===== src/rtl/id_ex_issue_reg.sv =====
// ID/EX pipeline register with per-slot operand forwarding: 1-cycle latency, opnd is combinational.
// hold freezes the issued op (optional slot refresh), stall loads a bubble; optional counters via ID_EX_ISSUE_PERF_EN.
module id_ex_issue_reg #(
  parameter int DATA_W  = 32,
  parameter int ADDR_W  = 5,
  parameter int TYPE_W  = 60,
  parameter int NUM_SRC = 2,
  parameter int NUM_FWD = 3,
  parameter logic [TYPE_W-1:0] NOP_TYPE = TYPE_W'(1),
  parameter logic [DATA_W-1:0] RESET_PC = DATA_W'(32'h0000_3000),
  parameter logic [DATA_W-1:0] ERR_WORD = DATA_W'(32'h1234_ABCD),
  localparam int SEL_W = (NUM_FWD > 0) ? $clog2(NUM_FWD + 1) : 1
) (
  input  logic                      clk,
  input  logic                      reset,
  input  logic                      in_valid,
  input  logic [DATA_W-1:0]         in_pc,
  input  logic [TYPE_W-1:0]         in_type,
  input  logic [ADDR_W-1:0]         in_waddr,
  input  logic [NUM_SRC*ADDR_W-1:0] in_raddr,
  input  logic [NUM_SRC*DATA_W-1:0] in_rdata,
  input  logic [DATA_W-1:0]         in_imm,
  input  logic [NUM_SRC*3-1:0]      in_tuse,
  input  logic [2:0]                in_tnew,
  input  logic                      in_err,
  input  logic [4:0]                in_exccode,
  input  logic [NUM_FWD*DATA_W-1:0] fwd_data,
  input  logic [NUM_SRC*SEL_W-1:0]  fwd_sel,
  input  logic                      stall,
  input  logic                      hold,
  input  logic [NUM_SRC-1:0]        hold_refresh,
  input  logic                      flush,
  input  logic                      eret,
  output logic [NUM_SRC*DATA_W-1:0] opnd,
  output logic                      out_valid,
  output logic [DATA_W-1:0]         out_pc,
  output logic [TYPE_W-1:0]         out_type,
  output logic [ADDR_W-1:0]         out_waddr,
  output logic [NUM_SRC*ADDR_W-1:0] out_raddr,
  output logic [NUM_SRC*DATA_W-1:0] out_rdata,
  output logic [DATA_W-1:0]         out_imm,
  output logic [NUM_SRC*3-1:0]      out_tuse,
  output logic [2:0]                out_tnew,
  output logic                      out_err,
  output logic [4:0]                out_exccode
`ifdef ID_EX_ISSUE_PERF_EN
  ,
  output logic [31:0]               perf_bubbles,
  output logic [31:0]               perf_holds
`endif
);

  localparam logic [NUM_SRC*3-1:0] TUSE_IDLE = {NUM_SRC{3'b111}};
  localparam logic [4:0]           EXC_NONE  = 5'd31;

  for (genvar k = 0; k < NUM_SRC; k++) begin : g_slot
    logic [SEL_W-1:0]  sel;
    logic [DATA_W-1:0] mux;

    assign sel = fwd_sel[k*SEL_W +: SEL_W];

    // Selects beyond the last bypass source read as ERR_WORD so bad decode is visible downstream.
    always_comb begin
      mux = ERR_WORD;
      if (sel == '0) mux = in_rdata[k*DATA_W +: DATA_W];
      for (int j = 0; j < NUM_FWD; j++) begin
        if (sel == SEL_W'(j + 1)) mux = fwd_data[j*DATA_W +: DATA_W];
      end
    end

    assign opnd[k*DATA_W +: DATA_W] = mux;
  end

  always_ff @(posedge clk) begin
    if (!reset || flush || eret) begin
      out_valid   <= 1'b0;
      out_pc      <= RESET_PC;
      out_type    <= NOP_TYPE;
      out_waddr   <= '0;
      out_raddr   <= '0;
      out_rdata   <= '0;
      out_imm     <= '0;
      out_tuse    <= TUSE_IDLE;
      out_tnew    <= '0;
      out_err     <= 1'b0;
      out_exccode <= EXC_NONE;
    end else if (hold) begin
      for (int k = 0; k < NUM_SRC; k++) begin
        if (hold_refresh[k]) out_rdata[k*DATA_W +: DATA_W] <= opnd[k*DATA_W +: DATA_W];
      end
    end else if (stall) begin
      // out_pc is kept so a fault in the bubble slot is still attributed to the last issued PC.
      out_valid   <= 1'b0;
      out_type    <= NOP_TYPE;
      out_waddr   <= '0;
      out_raddr   <= '0;
      out_rdata   <= '0;
      out_imm     <= '0;
      out_tuse    <= TUSE_IDLE;
      out_tnew    <= '0;
      out_err     <= 1'b0;
      out_exccode <= EXC_NONE;
    end else begin
      out_valid   <= in_valid;
      out_pc      <= in_pc;
      out_type    <= in_valid ? in_type : NOP_TYPE;
      out_waddr   <= in_waddr;
      out_raddr   <= in_raddr;
      out_rdata   <= opnd;
      out_imm     <= in_imm;
      out_tuse    <= in_tuse;
      out_tnew    <= in_tnew;
      out_err     <= in_err;
      out_exccode <= in_exccode;
    end
  end

`ifdef ID_EX_ISSUE_PERF_EN
  logic bubble_edge, hold_edge;

  assign bubble_edge = flush || eret || (stall && !hold);
  assign hold_edge   = hold && !flush && !eret;

  always_ff @(posedge clk) begin
    if (!reset) begin
      perf_bubbles <= '0;
      perf_holds   <= '0;
    end else begin
      if (bubble_edge) perf_bubbles <= perf_bubbles + 32'd1;
      if (hold_edge)   perf_holds   <= perf_holds + 32'd1;
    end
  end
`endif

endmodule


===== config.mk =====
export PLATFORM = sky130hd
export DESIGN_NAME = id_ex_issue_reg
export DESIGN_NICKNAME = d
export VERILOG_FILES = /design/src/rtl/id_ex_issue_reg.sv
export SDC_FILE = /design/constraint.sdc
export NUM_CORES = 1
export LEC_CHECK = 0
export ABC_AREA = 1
export BUFFER_PORTS_ARGS = -buffer_cell sky130_fd_sc_hd__buf_2
export CAP_MARGIN = 10
export CORE_AREA = 3 3 233 235
export CTS_CLUSTER_SIZE = 28
export DETAILED_ROUTE_END_ITERATION = 8
export DIE_AREA = 0 0 236 238
export MAX_ROUTING_LAYER = met4
export PLACE_DENSITY = 0.42
export SETUP_SLACK_MARGIN = 0.3
export SLEW_MARGIN = 25
export SYNTH_ARGS = -nofsm -noshare
export SYNTH_HDL_FRONTEND = slang
export SYNTH_SLANG_ARGS = --single-unit
export TNS_END_PERCENT = 30

===== constraint.sdc =====
create_clock -name clk -period 1.25 [get_ports clk]
set_input_delay 0 -clock clk [delete_from_list [all_inputs] [get_ports clk]]
set_output_delay 0 -clock clk [all_outputs]
set_load 0.005 [all_outputs]

==> results.cfg <==
[run_status]
status = finished with violations
violations = negative hold slack

[timing]
rsz0062_at_grt = yes
hold-worst-slack_ns = -0.172
drv_slew = 0
fin_skew_ns = 0
fmax_ghz = 0.967
worstMarginPinSlew_ns = 0.425
period_minus_slack_ns = 1.03
hold_viol = 47
max_slew_margin_pct = 71.6
setup_viol = 0
setup-tns-final_ns = 0
post-route-period-util_pct = 82.7

[logic_synthesis]
ys.flop_type = dfxtp_1
ys_ff_latch = 219
ys_top_cells_by_area = dfxtp_1, nand2_1, a21oi_1, nand3_1, o21ai_0
synth_top_area_share_pct = 44.6
ys_types = 21
synth_common_cells = nand2_1, dfxtp_1, a21oi_1
synth_nets = 1777
synth_cells = 1450
yosysWarningCount = 0
synthArstFlopShare_pct = 0
seq_area_frac_synth_pct = 44.6
syn_area_per_cell_um2 = 6.79
synth_top_area_cell = dfxtp_1
syn-cell-area_um2 = 9840
yosysMostFrequentCell = nand2_1
synth_edf_count = 0

[critical_path]
slowest_stage = dfxtp_1
cp_max_fo = 2
worstSetupStartpointType = flop
worstPathRequired_ns = 1.25
worst_r2r_path_depth = 3
r2r_slack_ns = 0.46
criticalPathCategory = flop to primary output
r2r-end = out_exccode[1]$_SDFFE_PP1N_
arrival_ns = 1.03
crit_end = out_rdata[17]
max_stage_delay_ns = 0.34
path_depth = 1
crit_chain = buf_2
critical-path-top-delay-family = flip-flops
rr_startpoint = out_exccode[1]$_SDFFE_PP1N_
crit_path_end_kind = primary output
crit_buf_inv = 1
crit_path_start = out_rdata[17]$_SDFFE_PP0P_

[grt]
grt_max_degree = 68
grt_pass1_wl_mm = 80.5
busiest_layer = met2
grt_antenna_before_repair = 8
met3_usage_pct = 3.68
grt_pass1_vias = 13400
use_met1_pct = 21.9
grt-ovfl-total = 0
grt.total_usage_pct = 18.7
use_met2_pct = 31.6

[hold_path]
hold_class = primary input to flop
holdPathStages = 5

[clocking]
cts_buffers = 28
clock_tree.root_cell = clkbuf_16
clockBufferDepth = 3
cts_tree = done
clock_latency_ns = 0.56
clk_pin_slew_ns = 0.06
clkSinkCount = 219
htree_levels = 1

[finish]
nets = 2653
final_layout_size_suffix_gt1_share_pct = 38.9
syn2layout_area_growth_pct = 92.7

[floorplanning]
ios = 610
die_w_um = 236
fp-row-count = 84
start_util_pct = 18.8
core-area_um2 = 52400
die_h_um = 238
dieArea_um2 = 56200

[detailed_routing]
wl_per_cell_um = 18.9
via_count = 13600
drt_iter0_markers = 892
dr.pass1.iters = 5
drt-vias-per-instance = 4.47
drc_errors = 0
ant_nets = 0
drt_wl_total_mm = 57.6

[placement]
gp_congestion = 0.936
port_buffers = 609
place_hpwl_mm = 40.1

[pwr]
vdd_drop_max_mv = 0.945
p_leak_nw = 8.48
powerDensity_nw_per_um2 = 1010

[job]
drv_cap = 0
[worst min-delay path by stage]
stage | startpoint | end | slack (ns)
floorplan | fwd_data[64] | opnd[32] | 0.11
global placement | in_tuse[2] | out_tuse[2]$_SDFFE_PP1N_ | 0.22
detailed placement | in_tuse[0] | out_tuse[0]$_SDFFE_PP1N_ | 0.23
CTS | fwd_data[72] | out_rdata[40]$_SDFFE_PP0P_ | -0.22
global route | fwd_data[72] | out_rdata[40]$_SDFFE_PP0P_ | -0.16
finish | fwd_data[72] | out_rdata[40]$_SDFFE_PP0P_ | -0.17
[registers in the layout, indices dropped and copies added, names as in the netlist]
| signal | flops |
|---|---|
| out_tnew | 3 |
| out_raddr | 10 |
| out_type | 60 |
| out_rdata | 64 |
| out_imm | 32 |
| out_valid | 1 |
| out_exccode | 5 |
| out_tuse | 6 |
| out_waddr | 5 |
| out_err | 1 |
| out_pc | 32 |
[layout by cell type (no fill, tap or decap), drive strengths merged, types with 2 or more instances in the layout]
master	netlist	routed
nand3	187	187
dlygate4sd3	0	257
o21ai	66	66
nor2	7	7
nand3b	2	2
o22ai	12	12
dfxtp	219	219
diode	0	8
buf	57	682
or2	2	2
nand2	527	527
inv	83	83
dlymetal6s4s	0	3
a21oi	205	205
and2	34	34
clkbuf	48	46
clkinv	0	8
bufinv	0	3
[worst reg2reg max path: stages (launching register included)]
cell and delay, ns:
dfxtp_2 0.32, buf_4 0.12, o22ai_1 0.18, nand2_1 0.06
[power by group]
group / switching, mW / total [mW] / internal [mW]
clock: 3.36 / 8.23 / 4.86
combinational: 1.92 / 3.87 / 1.95
sequential: 0.0593 / 7.14 / 7.08
total: 5.34 / 19.2 / 13.9
[cell type report]
type | instances | area, µm²
Tap cell | 688 | 861
Clock inverter | 12 | 131
Fill cell | 5620 | 33500
Antenna cell | 8 | 20.0
Multi-Input combinational cell | 1043 | 4860
Clock buffer | 37 | 795
Timing Repair Buffer | 951 | 7440
Inverter | 83 | 340
Sequential cell | 219 | 4520
[per-layer routing]
layer	vias up	wire length [µm]
met3	120	4010
met2	610	28300
met5	-	0
li1	6478	-
met1	6384	22900
met4	0	2360
[logic make-up (layout without fill, tap and decap cells)]
kind of cell | after synthesis | count (layout) | share of synthesized area, %
DFF | 219 | 219 | 44.6
other | 0 | 8 | 0
AOI/OAI and AO/OA | 283 | 283 | 14.5
and+or+nand+nor | 760 | 760 | 32.9
buffers and inverters | 188 | 1083 | 8.01
[what timing repair did]
item                                    in CTS  in global routing
endpoints found under the hold margin      219                 54
endpoints found under the setup margin     268                452
buffers inserted                             4                 14
cloned                                       0                 11
hold buffers                               247                 14
pin swaps                                    1                 13
resized for setup                          157                159
[per-stage QoR]
stage	utilization [%]	power, mW	cells	instance area [µm²]	setup slack (ns)
2_1_floorplan	-	8.47	1450	9840	0.344
3_3_place_gp	26.6	10.1	2695	14000	0.160
5_1_grt	36.2	20.0	3041	19000	0.176
3_5_place_dp	26.6	10.1	2695	14000	0.161
6_report	36.2	19.2	3041	19000	0.216
4_1_cts	34.2	19.1	2995	17900	0.170
Note: power is estimated with default switching activity, not from simulation.
